===== config.mk =====
export PLATFORM = sky130hd
export DESIGN_NAME = raster_scheduler
export DESIGN_NICKNAME = d
export VERILOG_FILES = /design/src/rtl/raster_scheduler_pkg.sv /design/src/rtl/tri_list_buf.sv /design/src/rtl/raster_scheduler.sv
export SDC_FILE = /design/constraint.sdc
export NUM_CORES = 2
export LEC_CHECK = 0
export ABC_AREA = 1
export CORE_UTILIZATION = 30
export CTS_CLUSTER_SIZE = 20
export DETAILED_ROUTE_END_ITERATION = 10
export GPL_TIMING_DRIVEN = 0
export SKIP_LAST_GASP = 1
export SLEW_MARGIN = 20
export SYNTH_ARGS = -nofsm -noshare
export SYNTH_HDL_FRONTEND = slang
export SYNTH_HIERARCHICAL = 1
export SYNTH_SLANG_ARGS = --single-unit

===== constraint.sdc =====
create_clock -name clk -period 10.1 [get_ports clk]
set_input_delay 2.02 -clock clk [delete_from_list [all_inputs] [get_ports clk]]
set_output_delay 2.02 -clock clk [all_outputs]
set_load 0.01 [all_outputs]

===== src/rtl/raster_scheduler_pkg.sv =====
// Shared types for the raster frame sequencer: scheduler states and triangle list entries.
// Triangle3D / Color mirror the colorloop vertex and colour formats.
// Screen geometry macros (WIDTH, HEIGHT, CHUNK_SIZE) fall back to defaults when not set by the build.
`ifndef WIDTH
`define WIDTH 64
`endif
`ifndef HEIGHT
`define HEIGHT 32
`endif
`ifndef CHUNK_SIZE
`define CHUNK_SIZE 16
`endif

package raster_scheduler_pkg;

  typedef struct packed {
    logic [15:0] x;
    logic [15:0] y;
    logic [15:0] z;
  } Vertex3D;

  typedef struct packed {
    Vertex3D v0;
    Vertex3D v1;
    Vertex3D v2;
  } Triangle3D;

  typedef struct packed {
    logic [7:0] r;
    logic [7:0] g;
    logic [7:0] b;
  } Color;

  typedef enum logic [2:0] {
    LOAD,
    CLEAR,
    DISPATCH,
    WAIT_DONE,
    RELEASE,
    FRAME_DONE
  } sched_state_t;

  typedef struct packed {
    Triangle3D ver;
    Color      rgb;
  } tri_entry_t;

endpackage


===== src/rtl/tri_list_buf.sv =====
// Triangle list storage: DEPTH x tri_entry_t register array, one write port, one registered read port.
// Latency: read data appears the cycle after rd_en_i; writes visible to reads issued the next cycle.
// Backpressure: none; the scheduler never writes and reads the same cycle.
module tri_list_buf
  import raster_scheduler_pkg::*;
#(
  parameter int DEPTH = 8
) (
  input  logic                     clk_i,
  input  logic                     rst_i,
  input  logic                     wr_en_i,
  input  logic [$clog2(DEPTH)-1:0] wr_addr_i,
  input  tri_entry_t               wr_data_i,
  input  logic                     rd_en_i,
  input  logic [$clog2(DEPTH)-1:0] rd_addr_i,
  output tri_entry_t               rd_data_o
);

  tri_entry_t mem_q [DEPTH];
  tri_entry_t rd_data_q;

  // Storage array; contents are only meaningful below the scheduler's count, so no reset.
  always_ff @(posedge clk_i) begin
    if (wr_en_i) begin
      mem_q[wr_addr_i] <= wr_data_i;
    end
  end

  // Read register holds the last fetched entry until the next explicit read.
  always_ff @(posedge clk_i or posedge rst_i) begin
    if (rst_i) begin
      rd_data_q <= '0;
    end else if (rd_en_i) begin
      rd_data_q <= mem_q[rd_addr_i];
    end
  end

  assign rd_data_o = rd_data_q;

endmodule


===== src/rtl/raster_scheduler.sv =====
// Frame sequencer: buffers a triangle list, clears z via new_frame, then replays the list once per chunk into colorloop.
// Latency: new_frame the cycle after the last accept; first color_en CLEAR_CYCLES later; 3 cycles + colorloop time per triangle.
// Backpressure: tri_ready low outside LOAD or when full; WAIT_DONE stalls on cl_done (bounded by TIMEOUT under RASTER_SCHED_TIMEOUT_EN).
module raster_scheduler
  import raster_scheduler_pkg::*;
#(
  parameter int TRI_DEPTH    = 8,
  parameter int CLEAR_CYCLES = `WIDTH * `HEIGHT + 2,
  parameter int NUM_CHUNKS   = `HEIGHT / `CHUNK_SIZE
`ifdef RASTER_SCHED_TIMEOUT_EN
  ,
  parameter int TIMEOUT      = 4096
`endif
) (
  input  logic                          clk,
  input  logic                          n_rst,
  input  logic                          tri_valid,
  input  Triangle3D                     tri_in,
  input  Color                          rgb_in,
  input  logic                          tri_last,
  output logic                          tri_ready,
  output logic                          cl_new_frame,
  output logic                          cl_color_en,
  output logic [15:0]                   cl_height,
  output logic [$clog2(NUM_CHUNKS)-1:0] cl_chunk,
  output Triangle3D                     cl_ver,
  output Color                          cl_rgb,
  input  logic                          cl_done,
  output logic                          cl_all_done,
  output logic                          frame_done,
  output logic                          busy
`ifdef RASTER_SCHED_TIMEOUT_EN
  ,
  output logic                          sched_err
`endif
);

  localparam int PW = $clog2(TRI_DEPTH);
  localparam int CW = PW + 1;
  localparam int KW = $clog2(NUM_CHUNKS);
  localparam int LW = $clog2(CLEAR_CYCLES + 1);

  sched_state_t  state_q, state_d;
  logic [PW-1:0] wr_ptr_q, wr_ptr_d;
  logic [PW-1:0] rd_ptr_q, rd_ptr_d;
  logic [CW-1:0] count_q, count_d;
  logic [KW-1:0] chunk_q, chunk_d;
  logic [LW-1:0] clr_q, clr_d;

  logic          buf_wr_en;
  logic          buf_rd_en;
  tri_entry_t    buf_wr_dat;
  tri_entry_t    buf_rd_dat;

`ifdef RASTER_SCHED_TIMEOUT_EN
  localparam int TW = $clog2(TIMEOUT + 1);
  logic [TW-1:0] to_q, to_d;
  logic          err_q, err_d;
`endif

  assign buf_wr_dat.ver = tri_in;
  assign buf_wr_dat.rgb = rgb_in;

  tri_list_buf #(
    .DEPTH(TRI_DEPTH)
  ) u_buf (
    .clk_i    (clk),
    .rst_i    (n_rst),
    .wr_en_i  (buf_wr_en),
    .wr_addr_i(wr_ptr_q),
    .wr_data_i(buf_wr_dat),
    .rd_en_i  (buf_rd_en),
    .rd_addr_i(rd_ptr_d),
    .rd_data_o(buf_rd_dat)
  );

  // State and bookkeeping registers; n_rst is active-high despite its name.
  always_ff @(posedge clk or posedge n_rst) begin
    if (n_rst) begin
      state_q  <= LOAD;
      wr_ptr_q <= '0;
      rd_ptr_q <= '0;
      count_q  <= '0;
      chunk_q  <= '0;
      clr_q    <= '0;
`ifdef RASTER_SCHED_TIMEOUT_EN
      to_q     <= '0;
      err_q    <= 1'b0;
`endif
    end else begin
      state_q  <= state_d;
      wr_ptr_q <= wr_ptr_d;
      rd_ptr_q <= rd_ptr_d;
      count_q  <= count_d;
      chunk_q  <= chunk_d;
      clr_q    <= clr_d;
`ifdef RASTER_SCHED_TIMEOUT_EN
      to_q     <= to_d;
      err_q    <= err_d;
`endif
    end
  end

  // Next-state and pulse decode. The buffer read is issued on the transition into DISPATCH
  // so the entry is already registered on cl_ver/cl_rgb when color_en fires.
  always_comb begin
    state_d      = state_q;
    wr_ptr_d     = wr_ptr_q;
    rd_ptr_d     = rd_ptr_q;
    count_d      = count_q;
    chunk_d      = chunk_q;
    clr_d        = clr_q;
    buf_wr_en    = 1'b0;
    buf_rd_en    = 1'b0;
    tri_ready    = 1'b0;
    cl_new_frame = 1'b0;
    cl_color_en  = 1'b0;
    cl_all_done  = 1'b0;
    frame_done   = 1'b0;
`ifdef RASTER_SCHED_TIMEOUT_EN
    to_d         = to_q;
    err_d        = err_q;
`endif
    case (state_q)
      LOAD: begin
        tri_ready = (count_q < CW'(TRI_DEPTH));
        if (tri_valid && tri_ready) begin
          buf_wr_en = 1'b1;
          wr_ptr_d  = wr_ptr_q + 1'b1;
          count_d   = count_q + 1'b1;
`ifdef RASTER_SCHED_TIMEOUT_EN
          err_d     = 1'b0;
`endif
          // A full buffer closes the frame even without tri_last.
          if (tri_last || (count_q == CW'(TRI_DEPTH - 1))) begin
            state_d = CLEAR;
            clr_d   = LW'(CLEAR_CYCLES - 1);
          end
        end
      end
      CLEAR: begin
        cl_new_frame = (clr_q == LW'(CLEAR_CYCLES - 1));
        if (clr_q == '0) begin
          state_d   = DISPATCH;
          rd_ptr_d  = '0;
          chunk_d   = '0;
          buf_rd_en = 1'b1;
        end else begin
          clr_d = clr_q - 1'b1;
        end
      end
      DISPATCH: begin
        cl_color_en = 1'b1;
        state_d     = WAIT_DONE;
`ifdef RASTER_SCHED_TIMEOUT_EN
        to_d        = '0;
`endif
      end
      WAIT_DONE: begin
        if (cl_done) begin
          state_d = RELEASE;
        end
`ifdef RASTER_SCHED_TIMEOUT_EN
        else if (to_q == TW'(TIMEOUT - 1)) begin
          // Give up on this triangle; colorloop is released and the list continues.
          state_d = RELEASE;
          err_d   = 1'b1;
        end else begin
          to_d = to_q + 1'b1;
        end
`endif
      end
      RELEASE: begin
        cl_all_done = 1'b1;
        if ({1'b0, rd_ptr_q} != (count_q - 1'b1)) begin
          rd_ptr_d  = rd_ptr_q + 1'b1;
          state_d   = DISPATCH;
          buf_rd_en = 1'b1;
        end else if (chunk_q != KW'(NUM_CHUNKS - 1)) begin
          rd_ptr_d  = '0;
          chunk_d   = chunk_q + 1'b1;
          state_d   = DISPATCH;
          buf_rd_en = 1'b1;
        end else begin
          state_d = FRAME_DONE;
        end
      end
      FRAME_DONE: begin
        frame_done = 1'b1;
        count_d    = '0;
        wr_ptr_d   = '0;
        rd_ptr_d   = '0;
        chunk_d    = '0;
        state_d    = LOAD;
      end
      default: begin
        state_d = LOAD;
      end
    endcase
  end

  assign busy      = (state_q != LOAD);
  assign cl_height = '0;
  assign cl_chunk  = chunk_q;
  assign cl_ver    = buf_rd_dat.ver;
  assign cl_rgb    = buf_rd_dat.rgb;
`ifdef RASTER_SCHED_TIMEOUT_EN
  assign sched_err = err_q;
`endif

endmodule

=== Yosys cells after proc, flatten, opt, wreduce, memory -nomap -nowiden ===
Memories as Yosys holds them, arrays and structs flattened. A register that Yosys moved wholly into a read port is not among the register bits.
Cells that the tools add are included.

* Memories: 1
* Register bits: 26
* Output and inout port bits: 191
* Bits in writable memories: 1344
* Input bits: 173

{| class="wikitable"
|+ Memory list
! name !! words !! bits a word !! read ports !! clocked after memory_dff !! wr ports !! RTL line !! text
|-
| u_buf.mem_q || 8 || 168 || 1 || 1 || 1 || tri_list_buf.sv:19 || <nowiki>tri_entry_t mem_q [DEPTH];</nowiki>
|}

* $add $sub $neg: 6
* Equal/unequal tests: 14
* Mux-type cells: 36
* Magnitude comparators: 1
* Reductions and logical operators: 12

{| class="wikitable"
|+ Operators by type and width
! cell !! count
|-
| $mux 12 || 3
|-
| $mux 3 || 10
|-
| $pmux 12 s2 || 1
|-
| $mux 1 || 15
|-
| $pmux 3 s5 || 1
|-
| $eq 12x12->1 const B || 1
|-
| $logic_not 12->1 || 1
|-
| $ne 2x2->1 const B || 6
|-
| $sub 12x1->12 const B || 1
|-
| $pmux 3 s3 || 1
|-
| $pmux 4 s2 || 1
|-
| $reduce_and 4->1 || 2
|-
| $add 3x1->3 const B || 2
|-
| $eq 3x2->1 const B || 2
|-
| $eq 3x3->1 const B || 2
|-
| $pmux 3 s2 || 1
|-
| $reduce_bool 3->1 || 2
|-
| $add 4x1->4 const B || 1
|-
| $eq 4x3->1 const B || 1
|-
| $lt 4x4->1 const B || 1
|-
| $mux 4 || 1
|-
| $ne 3x4->1 || 1
|-
| $reduce_bool 2->1 || 2
|-
| $sub 4x1->4 const B || 1
|-
| 9 further kinds || 9
|}

=== Depth between registers and ports, before layout ===
* Depth in word-level cells: 6
* Mapped depth: 21
* Mapped depth without buffers: 18

=== Hierarchy ===
The synthesis kept the hierarchy.

{| class="wikitable"
|+ By module, submodules not included
! module !! times used !! cells each !! seq. area each (um^2) !! area an instance (um^2)
|-
| tri_list_buf || 1 || 5863 || 44562.7 || 62446.1
|-
| raster_scheduler || 1 || 271 || 650.6 || 1934.4
|}

=== Worst setup path before layout ===
No wires, ideal clock.

* Path type: input to register
* Start point: input port tri_valid
* End point: memory u_buf/mem_q[1][0] (netlist bit), enable pin
* Required time: 9.400 ns
* Library setup time: 0.700 ns
* Data arrival time: 9.529 ns
* Slack: -0.129 ns
* Stages on the path: 6
* Cell sequence: inv_1 > nor2_1 > nand2_2 > inv_2 > nand2_1 > nor2_1

* Longest elaborated chain between the ends: 5

{| class="wikitable"
|+ RTL lines
! item !! RTL line !! text
|-
| start, declared || raster_scheduler.sv:17 || <nowiki>input logic tri_valid,</nowiki>
|-
| $logic_and 1x1->1 || raster_scheduler.sv:127 || <nowiki>if (tri_valid && tri_ready) begin</nowiki>
|-
| $mux 1 || raster_scheduler.sv:127 ||
|-
| $mux 1 || raster_scheduler.sv:124 || <nowiki>case (state_q)</nowiki>
|-
| named net buf_wr_en || raster_scheduler.sv:50 || <nowiki>logic buf_wr_en;</nowiki>
|-
| $mux 1 || tri_list_buf.sv:24 || <nowiki>if (wr_en_i) begin</nowiki>
|-
| $mux 1 (implied by the code) || tri_list_buf.sv:25 || <nowiki>mem_q[wr_addr_i] <= wr_data_i;</nowiki>
|-
| end, declared || tri_list_buf.sv:19 ||
|}

The timed path passes the listed nets, and every way through them passes these cells.

=== Worst setup path after layout ===
* Start point: input port tri_valid
* End point: memory u_buf/mem_q[3][124] (netlist bit), enable pin

Same word-level chain as after synthesis.

==> summary.txt <==
Power and ir drop
  – Worst vdd rail ir drop: approximately 0.19 mV
  – Power density of the placed cells: 253.2 mW/mm^2
  – Static Leak: approximately 33 nW

Clock tree
  – Sink count of the clock tree: roughly 1.5k
  – Worst-path clk slew: 0.06 ns
  – Hold-fix buffers at CTS: 0
  – TritonCTS clock tree: built
  – Buffer type at the clock tree root: clkbuf_16
  – # Post-CTS Setup Buffers: 0
  – Bufs on Longest Clock Path: 3
  – Post-CTS Resized: 0
  – Level count of the clock H-tree: 4
  – Latest clock arrival within the worst-skew pair: 0.83 ns
  – Total CTS buffers: between 150 and 200

Critical path
  – Data arrival time of the worst path: approximately 5.1 ns
  – Worst-path maximum fanout: 20
  – Reg-to-reg startpoint: count_q[0]$_DFFE_PP0P_
  – Critical Path Start Type: primary input
  – Worst setup path start: tri_valid
  – Endpoint kind of the worst setup timing path: flip-flop
  – CP Data Required Time: 10.62 ns
  – Worst setup path category: primary input to flip-flop

Logic synthesis
  – Main combinational cell family by area after synthesis: simple AND/OR/NAND/NOR gates
  – Ys async rst share: 0.1261
  – Most instantiated flip-flop cell in the synthesis netlist: edfxtp_1
  – Dominant cells by area after synthesis: edfxtp_1, nand2_1, nand3_1, dfrtp_1, inv_1
  – Seq cells post-synth: roughly 1.5k
  – Complex-gate fraction of the synthesized area: 0.002216
  – Number of synthesized flops with an enable pin: roughly 1.3k
  – Post-synthesis simple-gate area fraction: 0.2074
  – Parity-gate share of the synthesized area counting xor and xnor cells: 0.0009523
  – Cell taking the most area after synthesis: edfxtp_1
  – Share of the synthesized area in the top cell type: 0.6269
  – Post-synthesis share of cell area spent on full adders, half adders and majority gates: 0.001166
  – Distinct cells, synth: 35
  – Warnings, synthesis: 6
  – Sequential area share after synthesis: 0.7023
  – Mean post-synth cell area: between 10 and 15 sq um
  – Post-synthesis instance area: 0.06438 sq mm
  – Gate Count Post-Synth: ~6k
  – Share of synthesized area spent on multiplexers: 0

STA
  – Relative slew slack: 0.3235
  – Setup total negative slack: 0 ns
  – Max Freq: ~220 MHz
  – Setup slack after layout: about 5.5 ns
  – Number of hold-slack violations in the final timing report: 0
  – Shortest clock period the worst path allows after layout: about 4.6 ns
  – Setup repair after global routing missed its margin: false
  – Count of pins over their slew limit: 0
  – Fraction of the cycle the final worst path needs: 0.4533
  – Slew at the pin closest to its max-slew limit: a little over 1 ns
  – Count of endpoints failing setup in the final report: 0
  – Skew final: 0.02953 ns

Detailed routing
  – Detailed-route wire length: just under 200 mm
  – Remaining antenna violation count: 0
  – Vias after detailed routing: between 40k and 50k
  – Residual DRC: 0
  – Routed length per instance: approximately 20 microns
  – Pre-Repair DR Iteration Count: 6
  – Initial DRC Count: about 4.4k
  – Detailed-route vias per instance: around 4.6

Finish
  – Post-route insts no fill: 9,732
  – Net total in the final layout: 6,927
  – Syn-to-layout area delta: 22.65%
  – Share of final-layout standard cells stronger than drive strength 1: 0.08068
  – Post-route core utilization: 0.3712
  – Total non-filler cell area in the finished layout: slightly below 0.08 sq mm

Placed design
  – GPL Wtd Cong: 0.8009
  – PortBufs: about 350
  – Cell Count Post-Placement: 9,399
  – Detailed placement HPWL: between 100 and 150 mm
  – Cell area after placement: around 0.073 sq mm
  – Pre-CTS setup slack: 4.685 ns

Die
  – Count of boundary I/O pins: roughly 360
  – Initial cell density of the core: 0.3027
  – Horizontal die dimension: around 470 microns
  – Placeable core area: 0.2127 sq mm
  – Chip Height: between 400 and 500 microns
  – Die Footprint: about 0.22 sq mm
  – Row Count: roughly 170

Job
  – Max-cap violation count: 0

Status
  – Result of the run: complete, no violations

Global route
  – Global route total overflow: 0
  – Maximum number of pins on one net before global-route repair: just over 70
  – Global-route wire length before repair: ~290 mm
  – All-Layer GR Usage: 0.1801
  – Number of global-route vias before repair: 42.80k
  – Initial antenna violation count: between 60 and 70

Worst hold path
  – Startpoint of the tightest hold check path: u_buf/rd_data_o[109]$_DFFE_PP0P_
  – Type of the worst min-delay path: flip-flop to flip-flop
-- Yosys cell counts (2+ instances only) --
cell	number
a21oi_1	3
buf_1	18
buf_2	148
buf_4	38
buf_6	4
clkbuf_1	106
clkinv_1	2
dfrtp_1	194
edfxtp_1	1344
ha_1	6
inv_1	1051
inv_2	4
nand2_1	2085
nand2_2	5
nand2_4	5
nand3_1	1033
nand4_1	3
nor2_1	38
nor2_2	3
nor2_4	2
nor3_1	4
o21ai_0	9
o21ai_1	10
o21ai_2	2
or2_1	2
xor2_1	6
-- stage by stage --
stage	total power [W]	hold slack, ns
finish	0.01999	0.4782
global route	0.02098	0.5033
global placement	0.01397	0.4660
floorplan	0.01135	0.4802
detailed placement	0.01401	0.4660
CTS	0.02016	0.4832
-- layout make-up --
class | count | area [sq um]
timing repair buffer | 429 | 5335
antenna | 20 | 50.05
tap | 2821 | 3530
sequential | 1538 | 45210
buffer | 315 | 1560
fill | 20540 | 133800
inverter | 1058 | 3984
clock buffer | 218 | 4562
clock inverter | 95 | 978.4
multi-input combinational | 3238 | 13750
-- layer usage --
layer	vias to the layer above	routed length (microns)	share of wire	GRT usage
li1	20980	-	-	-
met2	1728	91730	0.46	0.2860
met5	-	272	0.0014	0
met4	46	8163	0.041	0.08171
met3	408	16310	0.082	0.04339
met1	21340	81470	0.41	0.2322
-- final timing paths --
| check | end | cells past startpoint | slack [ns] |
|---|---|---|---|
| max | u_buf/mem_q[3][124]$_DFFE_PP_ | 12 | 5.52 |
| min | u_buf/rd_data_o[109]$_DFFE_PP0P_ | 2 | 0.48 |
| max reg2reg | u_buf/rd_data_o[160]$_DFFE_PP0P_ | 17 | 5.69 |
| min reg2reg | u_buf/rd_data_o[109]$_DFFE_PP0P_ | 2 | 0.48 |
| max in group asynchronous | u_buf/rd_data_o[158]$_DFFE_PP0P_ | 3 | 7.59 |
| min in group asynchronous | u_buf/rd_data_o[59]$_DFFE_PP0P_ | 2 | 1.70 |
-- power by group --
group	internal (W)	switching, W
clock network	0.00350	0.00260
logic	0.00195	0.00391
registers	0.00770	0.000330
-- cells in the final DEF, fill, tap and decap left out, drive strengths merged --
cell,count
ha,6
xnor2,1
dfrtp,194
nor2,44
edfxtp,1344
buf,291
clkinvlp,5
a21oi,4
xor2,6
or2,4
o22ai,1
clkbuf,324
bufinv,11
clkdlybuf4s50,347
nor3,4
o21ai,21
nand2,2095
inv,1065
nand4,3
clkinv,72
conb,16
diode,20
nand3,1033
-- state kept, by name, summed over array words and instances, names as in the netlist --
| name | cells |
|---|---|
| cl_chunk | 1 |
| clr_q | 12 |
| count_q | 4 |
| rd_ptr_q | 3 |
| state_q | 3 |
| u_buf/mem_q | 1344 |
| u_buf/rd_data_o | 168 |
| wr_ptr_q | 3 |
-- critical path, cell delays in order --
cell,delay (ns)
clkdlybuf4s50_1,0.45
inv_1,0.04
nor2_1,0.17
nand2_2,0.16
inv_2,0.15
nand2_1,0.25
nor2_4,0.70
buf_12,0.27
buf_12,0.21
buf_16,0.19
buf_12,0.20
buf_12,0.20
-- cell families (layout without fill, tap and decap cells) --
group | Yosys count | in the layout
fa+ha+maj | 6 | 6
other cells | 1 | 36
simple gates | 3183 | 3183
buf+inv | 1373 | 2115
xor+xnor | 7 | 7
compound gates | 26 | 26
flops | 1538 | 1538
(Power assumes the default switching activity.)
